[src/rtl/spi_regfile_pkg.sv]
// Shared types and helpers for the SPI register-file peripheral.
package spi_regfile_pkg;

    // Frame-tracking FSM states.
    typedef enum logic [2:0] {
        StIdle,
        StCmd,
        StWdata,
        StRdata,
        StDone
    } state_e;

    // Value of the leading R/W bit of a frame.
    localparam logic RW_WRITE = 1'b1;
    localparam logic RW_READ  = 1'b0;

    // Total frame length in bits: R/W flag + address field + data field.
    function automatic int unsigned frame_w(input int unsigned addr_w, input int unsigned data_w);
        return 1 + addr_w + data_w;
    endfunction

endpackage

[src/rtl/spi_sync_edge.sv]
// Multi-flop synchroniser for an asynchronous input with rise/fall detection on the
// synchronised level.
module spi_sync_edge #(
    parameter int unsigned STAGES = 2
) (
    input  logic clk,
    input  logic rst_n,
    input  logic d_i,
    output logic q_o,
    output logic rise_o,
    output logic fall_o
);

    logic [STAGES-1:0] sync_q;
    logic              prev_q;

    // Synchroniser chain plus one extra flop holding the previous synchronised level.
    always_ff @(posedge clk or negedge rst_n) begin
        if (!rst_n) begin
            sync_q <= '0;
            prev_q <= 1'b0;
        end else begin
            sync_q <= {sync_q[STAGES-2:0], d_i};
            prev_q <= sync_q[STAGES-1];
        end
    end

    assign q_o    = sync_q[STAGES-1];
    assign rise_o = sync_q[STAGES-1] & ~prev_q;
    assign fall_o = ~sync_q[STAGES-1] & prev_q;

endmodule

[src/rtl/spi_regfile_peripheral.sv]
// SPI mode-0 target giving read/write access to a bank of control registers.
// Frame, MSB first: R/W (1 = write), address, data.
// A write commits on the chip-select rise; a read returns a snapshot taken when the
// address field completes.
module spi_regfile_peripheral
    import spi_regfile_pkg::*;
#(
    parameter int unsigned       NUM_REGS    = 5,
    parameter int unsigned       ADDR_W      = 7,
    parameter int unsigned       DATA_W      = 8,
    parameter int unsigned       SYNC_STAGES = 2,
    parameter logic [DATA_W-1:0] RESET_VAL   = '0
) (
    input  logic                         clk,
    input  logic                         rst_n,
    input  logic                         sclk,
    input  logic                         copi,
    input  logic                         ncs,
    output logic                         cipo,
    output logic                         cipo_oe,
    output logic [NUM_REGS*DATA_W-1:0]   regs_o,
    output logic                         wr_pulse_o,
    output logic [ADDR_W-1:0]            wr_addr_o,
    output logic                         err_o
);

    localparam int unsigned       FrameW     = frame_w(ADDR_W, DATA_W);
    localparam int unsigned       CntW       = $clog2(FrameW + 2);
    localparam logic [CntW-1:0]   CntAddrEnd = CntW'(ADDR_W);  // count before last address bit
    localparam logic [CntW-1:0]   CntLast    = CntW'(FrameW - 1);
    localparam logic [CntW-1:0]   CntFull    = CntW'(FrameW);
    localparam logic [CntW-1:0]   CntMax     = CntW'(FrameW + 1);
    localparam logic [ADDR_W:0]   NumRegsW   = (ADDR_W + 1)'(NUM_REGS);

    function automatic logic addr_ok(input logic [ADDR_W-1:0] a);
        return {1'b0, a} < NumRegsW;
    endfunction

    // Synchronised pins.
    logic sclk_lvl, sclk_rise, sclk_fall;
    logic ncs_s, ncs_rise, ncs_fall;
    logic copi_s, copi_rise, copi_fall;
    logic unused_sync;

    spi_sync_edge #(.STAGES(SYNC_STAGES)) u_sync_sclk (
        .clk    (clk),
        .rst_n  (rst_n),
        .d_i    (sclk),
        .q_o    (sclk_lvl),
        .rise_o (sclk_rise),
        .fall_o (sclk_fall)
    );

    spi_sync_edge #(.STAGES(SYNC_STAGES)) u_sync_ncs (
        .clk    (clk),
        .rst_n  (rst_n),
        .d_i    (ncs),
        .q_o    (ncs_s),
        .rise_o (ncs_rise),
        .fall_o (ncs_fall)
    );

    spi_sync_edge #(.STAGES(SYNC_STAGES)) u_sync_copi (
        .clk    (clk),
        .rst_n  (rst_n),
        .d_i    (copi),
        .q_o    (copi_s),
        .rise_o (copi_rise),
        .fall_o (copi_fall)
    );

    assign unused_sync = ^{sclk_lvl, copi_rise, copi_fall};

    state_e              state_q, state_d;
    logic [CntW-1:0]     cnt_q, cnt_d;
    logic [FrameW-1:0]   shift_q, shift_d, shift_nxt;
    logic [DATA_W-1:0]   out_q, out_d;
    logic                rd_armed_q, rd_armed_d;
    logic                oe_q, oe_d, cipo_q, cipo_d;
    logic                wr_pend_q, wr_pend_d, err_pend_q, err_pend_d;
    logic [ADDR_W-1:0]   pend_addr_q, pend_addr_d;
    logic [DATA_W-1:0]   pend_data_q, pend_data_d;
    logic [DATA_W-1:0]   regs_q [NUM_REGS];
    logic                wr_pulse_q, err_q;
    logic [ADDR_W-1:0]   wr_addr_q;

    logic                sample, decide, frame_ok, frame_rw, hdr_rw;
    logic [ADDR_W-1:0]   frame_addr, hdr_addr;
    logic [DATA_W-1:0]   frame_data, rd_word;

    // Bits are only taken inside a frame that started with a seen ncs fall; an ncs rise
    // in the same clk leaves ncs_s high, so the edge is ignored.
    assign sample    = sclk_rise & ~ncs_s & (state_q != StIdle);
    assign decide    = ncs_rise & (state_q != StIdle);
    assign shift_nxt = {shift_q[FrameW-2:0], copi_s};

    // Header as it will look once the current bit is shifted in.
    assign hdr_rw     = shift_nxt[ADDR_W];
    assign hdr_addr   = shift_nxt[ADDR_W-1:0];

    // Fields of a complete frame, valid when cnt_q == CntFull.
    assign frame_rw   = shift_q[FrameW-1];
    assign frame_addr = shift_q[FrameW-2 -: ADDR_W];
    assign frame_data = shift_q[DATA_W-1:0];
    assign frame_ok   = (cnt_q == CntFull) && addr_ok(frame_addr);

    // Read-back mux; an out-of-range address matches nothing and yields zero.
    always_comb begin
        rd_word = '0;
        for (int k = 0; k < NUM_REGS; k++) begin
            if (hdr_addr == ADDR_W'(k)) rd_word = regs_q[k];
        end
    end

    // FSM state register.
    always_ff @(posedge clk or negedge rst_n) begin
        if (!rst_n) state_q <= StIdle;
        else        state_q <= state_d;
    end

    // FSM next state: track which field of the frame is being received.
    always_comb begin
        state_d = state_q;
        unique case (state_q)
            StIdle:  if (ncs_fall) state_d = StCmd;
            StCmd: begin
                if (sample && cnt_q == CntAddrEnd) begin
                    state_d = (hdr_rw == RW_WRITE) ? StWdata : StRdata;
                end
            end
            StWdata,
            StRdata: if (sample && cnt_q == CntLast) state_d = StDone;
            StDone:  state_d = StDone;
            default: state_d = StIdle;
        endcase
        if (ncs_rise) state_d = StIdle;
    end

    // Datapath next state: shift in, read-out shifting and commit/discard decision.
    always_comb begin
        cnt_d       = cnt_q;
        shift_d     = shift_q;
        out_d       = out_q;
        rd_armed_d  = rd_armed_q;
        oe_d        = oe_q;
        cipo_d      = cipo_q;
        wr_pend_d   = 1'b0;
        err_pend_d  = 1'b0;
        pend_addr_d = pend_addr_q;
        pend_data_d = pend_data_q;

        if (ncs_fall) begin
            cnt_d      = '0;
            shift_d    = '0;
            out_d      = '0;
            rd_armed_d = 1'b0;
            oe_d       = 1'b0;
            cipo_d     = 1'b0;
        end else if (sample) begin
            shift_d = shift_nxt;
            if (cnt_q != CntMax) cnt_d = cnt_q + CntW'(1);
            if (state_q == StCmd && cnt_q == CntAddrEnd && hdr_rw == RW_READ) begin
                out_d      = rd_word;
                rd_armed_d = 1'b1;
            end
        end else if (sclk_fall && rd_armed_q && !ncs_s) begin
            // Zeros shift in behind the data, so cipo idles low after DATA_W bits.
            oe_d   = 1'b1;
            cipo_d = out_q[DATA_W-1];
            out_d  = {out_q[DATA_W-2:0], 1'b0};
        end

        if (ncs_s) begin
            oe_d       = 1'b0;
            cipo_d     = 1'b0;
            rd_armed_d = 1'b0;
        end

        if (decide) begin
            if (!frame_ok) begin
                err_pend_d = 1'b1;
            end else if (frame_rw == RW_WRITE) begin
                wr_pend_d   = 1'b1;
                pend_addr_d = frame_addr;
                pend_data_d = frame_data;
            end
        end
    end

    // Datapath registers.
    always_ff @(posedge clk or negedge rst_n) begin
        if (!rst_n) begin
            cnt_q       <= '0;
            shift_q     <= '0;
            out_q       <= '0;
            rd_armed_q  <= 1'b0;
            oe_q        <= 1'b0;
            cipo_q      <= 1'b0;
            wr_pend_q   <= 1'b0;
            err_pend_q  <= 1'b0;
            pend_addr_q <= '0;
            pend_data_q <= '0;
        end else begin
            cnt_q       <= cnt_d;
            shift_q     <= shift_d;
            out_q       <= out_d;
            rd_armed_q  <= rd_armed_d;
            oe_q        <= oe_d;
            cipo_q      <= cipo_d;
            wr_pend_q   <= wr_pend_d;
            err_pend_q  <= err_pend_d;
            pend_addr_q <= pend_addr_d;
            pend_data_q <= pend_data_d;
        end
    end

    // Register bank and the one-clk write/error strobes, one clk after the decision.
    always_ff @(posedge clk or negedge rst_n) begin
        if (!rst_n) begin
            for (int k = 0; k < NUM_REGS; k++) regs_q[k] <= RESET_VAL;
            wr_pulse_q <= 1'b0;
            err_q      <= 1'b0;
            wr_addr_q  <= '0;
        end else begin
            wr_pulse_q <= wr_pend_q;
            err_q      <= err_pend_q;
            if (wr_pend_q) begin
                wr_addr_q <= pend_addr_q;
                for (int k = 0; k < NUM_REGS; k++) begin
                    if (pend_addr_q == ADDR_W'(k)) regs_q[k] <= pend_data_q;
                end
            end
        end
    end

    for (genvar k = 0; k < NUM_REGS; k++) begin : g_regs_o
        assign regs_o[k*DATA_W +: DATA_W] = regs_q[k];
    end

    assign cipo       = cipo_q;
    assign cipo_oe    = oe_q;
    assign wr_pulse_o = wr_pulse_q;
    assign wr_addr_o  = wr_addr_q;
    assign err_o      = err_q;

endmodule

[config.mk]
export PLATFORM = sky130hd
export DESIGN_NAME = spi_regfile_peripheral
export DESIGN_NICKNAME = d
export VERILOG_FILES = /design/src/rtl/spi_regfile_pkg.sv /design/src/rtl/spi_sync_edge.sv /design/src/rtl/spi_regfile_peripheral.sv
export SDC_FILE = /design/constraint.sdc
export NUM_CORES = 1
export LEC_CHECK = 0
export CORE_ASPECT_RATIO = 0.6
export CORE_UTILIZATION = 50
export DETAILED_ROUTE_END_ITERATION = 8
export PLACE_DENSITY = 0.82
export SLEW_MARGIN = 20
export SYNTH_ARGS = -nofsm -noshare
export SYNTH_HDL_FRONTEND = slang
export SYNTH_HIERARCHICAL = 1
export SYNTH_SLANG_ARGS = --single-unit
[constraint.sdc]
create_clock -name clk -period 2.4 [get_ports clk]
set_input_delay 0.6 -clock clk [delete_from_list [all_inputs] [get_ports clk]]
set_output_delay 0.6 -clock clk [all_outputs]
set_load 0.005 [all_outputs]
== After elaboration in Yosys (flattened, before gate mapping) ==
Cells that the tools add are included.
Operators by class
  muxes and demuxes: 37
  $add $sub $neg: 1
  multiply operators: 0
  shift operators: 0
  reduce and logical (&&, ||, !) cells: 30
  bitwise operators: 12
  div/mod/pow operators: 0
  magnitude comparators: 1
  equal/unequal tests: 21
Operators with widths (number)
  8-bit 2-to-1 mux: 9
  16-bit 2-to-1 mux: 2
  7-bit by 2-bit == test with 1-bit output (second input constant): 4
  1-bit 2-to-1 mux: 18
  2-bit AND reduction: 9
  5-bit 2-to-1 mux: 3
  3-bit nonzero test: 5
  7-bit by 1-bit == test with 1-bit output (second input constant): 2
  7-bit by 3-bit == test with 1-bit output (second input constant): 2
  7-bit zero test: 2
  3-bit 2-to-1 mux: 4
  3-bit case mux with 4 select lines: 1
  3-bit != test (second input constant): 3
  1-bit AND: 7
  1-bit logical AND: 7
  7-bit by 3-bit less-than comparator with 1-bit output (second input constant): 1
  3-bit by 2-bit == test with 1-bit output (second input constant): 2
  3-bit by 2-bit != test with 1-bit output (second input constant): 2
  3-bit AND reduction: 2
  5-bit by 1-bit adder with 5-bit output (second input constant): 1
  5-bit by 3-bit == test with 1-bit output (second input constant): 1
  5-bit by 4-bit == test with 1-bit output (second input constant): 1
  5-bit == test (second input constant): 1
  5-bit != test (second input constant): 1
  other kinds (7): 12
Word-level totals
  memories kept: 0
  input bits: 5
  memory bits (read-only): 0
  word-level logic and storage cells: 126
  flip-flop bits (word level): 109
  output and inout port bits: 51
  memory bits (writable): 0
  latch bits: 0

== Depth between registers and ports, before layout ==
  depth in word-level cells: 9
  depth in mapped cells: 7
  mapped depth without buffers: 6

== Hierarchy ==
Netlist, hierarchy kept.
Modules (own cells, without submodules)
  spi_regfile_peripheral: times used 1, sequential area each 2527.4 µm², cells an instance 350, area an instance 4473.0 µm²
  spi_sync_edge: times used 3, sequential area each 75.1 µm², cells an instance 5, area an instance 90.1 µm²

== Worst setup path after synthesis ==
OpenSTA, ideal clock, no wires.
  path type: flip-flop to flip-flop
  start: register u_sync_ncs.sync_q[1]
  end: register out_q[6]
  period minus slack after synthesis: 1970 ps
  data required time: 2313 ps
  arrival: 1884 ps
  cell stages (with the launch flop): 8
  path buffers: 3
  setup time: 87 ps
  setup slack: 430 ps
  cell sequence: dfrtp_1 -> and2b_2 -> clkbuf_1 -> nor3_1 -> clkbuf_1 -> clkbuf_1 -> o2111ai_1 -> o211ai_1
On the way
  elaborated cells between the ends (all ways): 11
  classes of those cells: 1 x eq/ne; 2 x mux; 4 x bitwise; 4 x reduce/logical
RTL lines
  from (decl): RTL line spi_sync_edge.sv:14  | logic [STAGES-1:0] sync_q;
  from (signal assigned): RTL line spi_sync_edge.sv:23  | sync_q <= {sync_q[STAGES-2:0], d_i};
  1-bit NOT (*): RTL line spi_sync_edge.sv:30  | assign fall_o = ~sync_q[STAGES-1] & prev_q;
  1-bit AND (*): RTL line spi_sync_edge.sv:30
  named net ncs_fall: RTL line spi_regfile_peripheral.sv:41  | logic ncs_s, ncs_rise, ncs_fall;
  3-bit by 2-bit != test with 1-bit output (no source line) or 3-bit nonzero test (tied branches)
  2-bit AND reduction (no source line)
  to (signal assigned): RTL line spi_regfile_peripheral.sv:206  | out_q <= out_d;
  to (decl): RTL line spi_regfile_peripheral.sv:77  | logic [DATA_W-1:0] out_q, out_d;
The timed path passes the listed nets; every way through them passes the cells marked *.
A chain may end at the register's enable or synchronous reset.

== Worst setup path in the final report ==
  start: register cnt_q[0]
  end: register out_q[4]
On the way
  cells in the longest elaborated chain, start to end: 5
RTL lines
  from (decl): RTL line spi_regfile_peripheral.sv:75  | logic [CntW-1:0] cnt_q, cnt_d;
  from (signal assigned): RTL line spi_regfile_peripheral.sv:204  | cnt_q <= cnt_d;
  5-bit by 3-bit == test with 1-bit output: RTL line spi_regfile_peripheral.sv:162  | if (state_q == StCmd && cnt_q == CntAddrEnd && hdr_rw == RW_READ) begin
  1-bit logical AND (2 in series): RTL line spi_regfile_peripheral.sv:162
  3-bit by 2-bit != test with 1-bit output (no source line)
  2-bit AND reduction (no source line)
Every way passes these cells.

==> flow_summary.toml <==
[clocking]
cts.root.buffer_cell = "clkbuf_16"
holdBufCountCts = 0
tritoncts = "done"
clock-sinks = 109
post_cts_resized = 0
cts_buffers = 9
h-tree-depth = 3
cts_setup_buffers = 0
clock_latency_ps = 350
cts.path.max_buffers = 2
clk_pin_slew_ps = 70

[critical_path]
critPathMaxFanout = 8
slowest_delay_ps = 540
crit_family = "simple AND/OR/NAND/NOR gates"
worst-setup-path-type = "reg2reg"
crit_slowest_cell = "nor4bb_1"
crit_required_ps = 2610
worstSetupEndpointType = "flop"
path_buf_inv = 0
crit_chain = "ha_1, nor4bb_1, and3_1, o32a_1, o221ai_1"
startpoint_type = "flop"
worst_ep_arrival_time_ps = 2410

[power]
p_switching_uw = 782
power.clock.fraction_pct = 42.6
p_sw_share_pct = 22.4
p_per_area_nw_per_um2 = 609
pwr-share-seq_pct = 53.7
max-vdd-ir-drop_mv = 0.391
p_comb_share_pct = 3.7
power_leakage_nw = 2.61
internal-power_mw = 2.70

[global_route]
grt_max_degree = 44
grt_pass1_vias = 3268
grt_antenna_before_repair = 0
grt_pass1_wl_mm = 17.4
grt_usage_pct = 23.6
grt-ovfl-total = 0

[synth]
synthCells = 362
yosys_warnings = 6
syn_nets = 371
avgSynthCellArea_um2 = 13.0
synth.cell_area_um2 = 4700

[sta]
max_freq_ghz = 0.453
fin_crit_sh_pct = 92.0
hold_viol = 0
tns_ps = 0
setup-violations-final = 0
fin_skew_ps = 10.8
slew_viol_final = 0
rsz0062_at_grt = "no"
period_needed_ps = 2210
worst_pin_slew_ps = 826
slew_headroom_pct = 44.9

[die]
ios = 56
die_w_um = 127
die_height_um = 77.1
start_util_pct = 53.3
rows = 26
dieArea_um2 = 9810
core_area_um2 = 8820

[placement]
gp_congestion = 0.860
place_hpwl_mm = 7.16
port-buffer-count = 55

[route]
dr.pass1.iters = 4
num_vias = 3244
wl_mm = 10.6
viasPerCell = 5.88
drt_iter0_markers = 234
wl_per_cell_um = 19.2
drc = 0
ant_nets = 0

[cells_and_area]
finish.utilization_pct = 65.0
drive_gt1_share_pct = 22.8
area_delta_synth_final_pct = 21.8
fin_nets = 430
n_antenna_cell = 0

[hold_path]
hold_class = "in2async"

[outcome]
outcome = "finished clean"

[run]
max-cap-violations = 0
## metrics by stage
| step | std cells | hold slack (ps) | instance area, um2 | setup slack, ps | power (mW) |
|---|---|---|---|---|---|
| 2_1_floorplan | 362 | 304 | 4700 | 430 | 1.96 |
| 3_3_place_gp | 536 | 334 | 5430 | 332 | 2.03 |
| 3_5_place_dp | 536 | 337 | 5430 | 262 | 2.04 |
| 4_1_cts | 552 | 253 | 5730 | 250 | 3.52 |
| 5_1_grt | 552 | 279 | 5730 | 119 | 3.61 |
| 6_report | 552 | 243 | 5730 | 192 | 3.49 |
## cell type report
cell class / instances / area [um2]
repair buffers: 66 / 643
flip-flops and latches: 109 / 2730
fillers: 657 / 3090
clock buffers: 9 / 225
inverters: 16 / 60.1
clock inverters: 7 / 73.8
well taps: 126 / 158
multi-input cells: 219 / 1840
## sequential cells by signal (all words and copies together) (netlist names), 3 cells and up
register and cells:
regs_o 40, shift_q 16, pend_data_q 8, state_q 3, wr_addr_o 7, pend_addr_q 7
cnt_q 5, out_q 8
## power groups by stage
stage | registers (mW) | clock network (mW) | logic [mW]
floorplan | 1.90 | 0 | 0.0656
global placement | 1.91 | 0 | 0.123
detailed placement | 1.91 | 0 | 0.128
CTS | 1.87 | 1.52 | 0.129
global route | 1.87 | 1.59 | 0.144
finish | 1.87 | 1.49 | 0.128
## layer usage
layer / track usage, % / vias up / part of all wire [%]
met5: 0 / - / 0
met4: 6.43 / 0 / 0.62
met3: 6.70 / 6 / 6.5
met2: 35.5 / 118 / 45
met1: 33.4 / 1662 / 48
li1: - / 1458 / -
## path summary, 6_finish.rpt
check | start | end | slack [ps] | depth (start not counted)
setup reg to reg | cnt_q[0] | out_q[4] | 190 | 5
hold / removal | rst_n | out_q[3] | 240 | 1
max in group asynchronous | rst_n | regs_o[26] | 1530 | 2
hold reg to reg | u_sync_copi/sync_q[0] | u_sync_copi/sync_q[1] | 360 | 0
setup / recovery | cnt_q[0] | out_q[4] | 190 | 5
min in group clk | u_sync_copi/sync_q[0] | u_sync_copi/sync_q[1] | 360 | 0
## cell usage in the layout, fill, tap and decap left out, types with 8 or more instances in the layout
cell type        count
dfrtp_1            109
clkdlybuf4s50_1     54
mux2_2              52
a22o_1              18
inv_1               16
nor3_1              16
nand2_1             12
buf_4               11
nor2_1              10
nand2b_1             9
clkbuf_16            9
mux2i_1              8
mux2_4               8
Power figures use the tool's default switching activity.
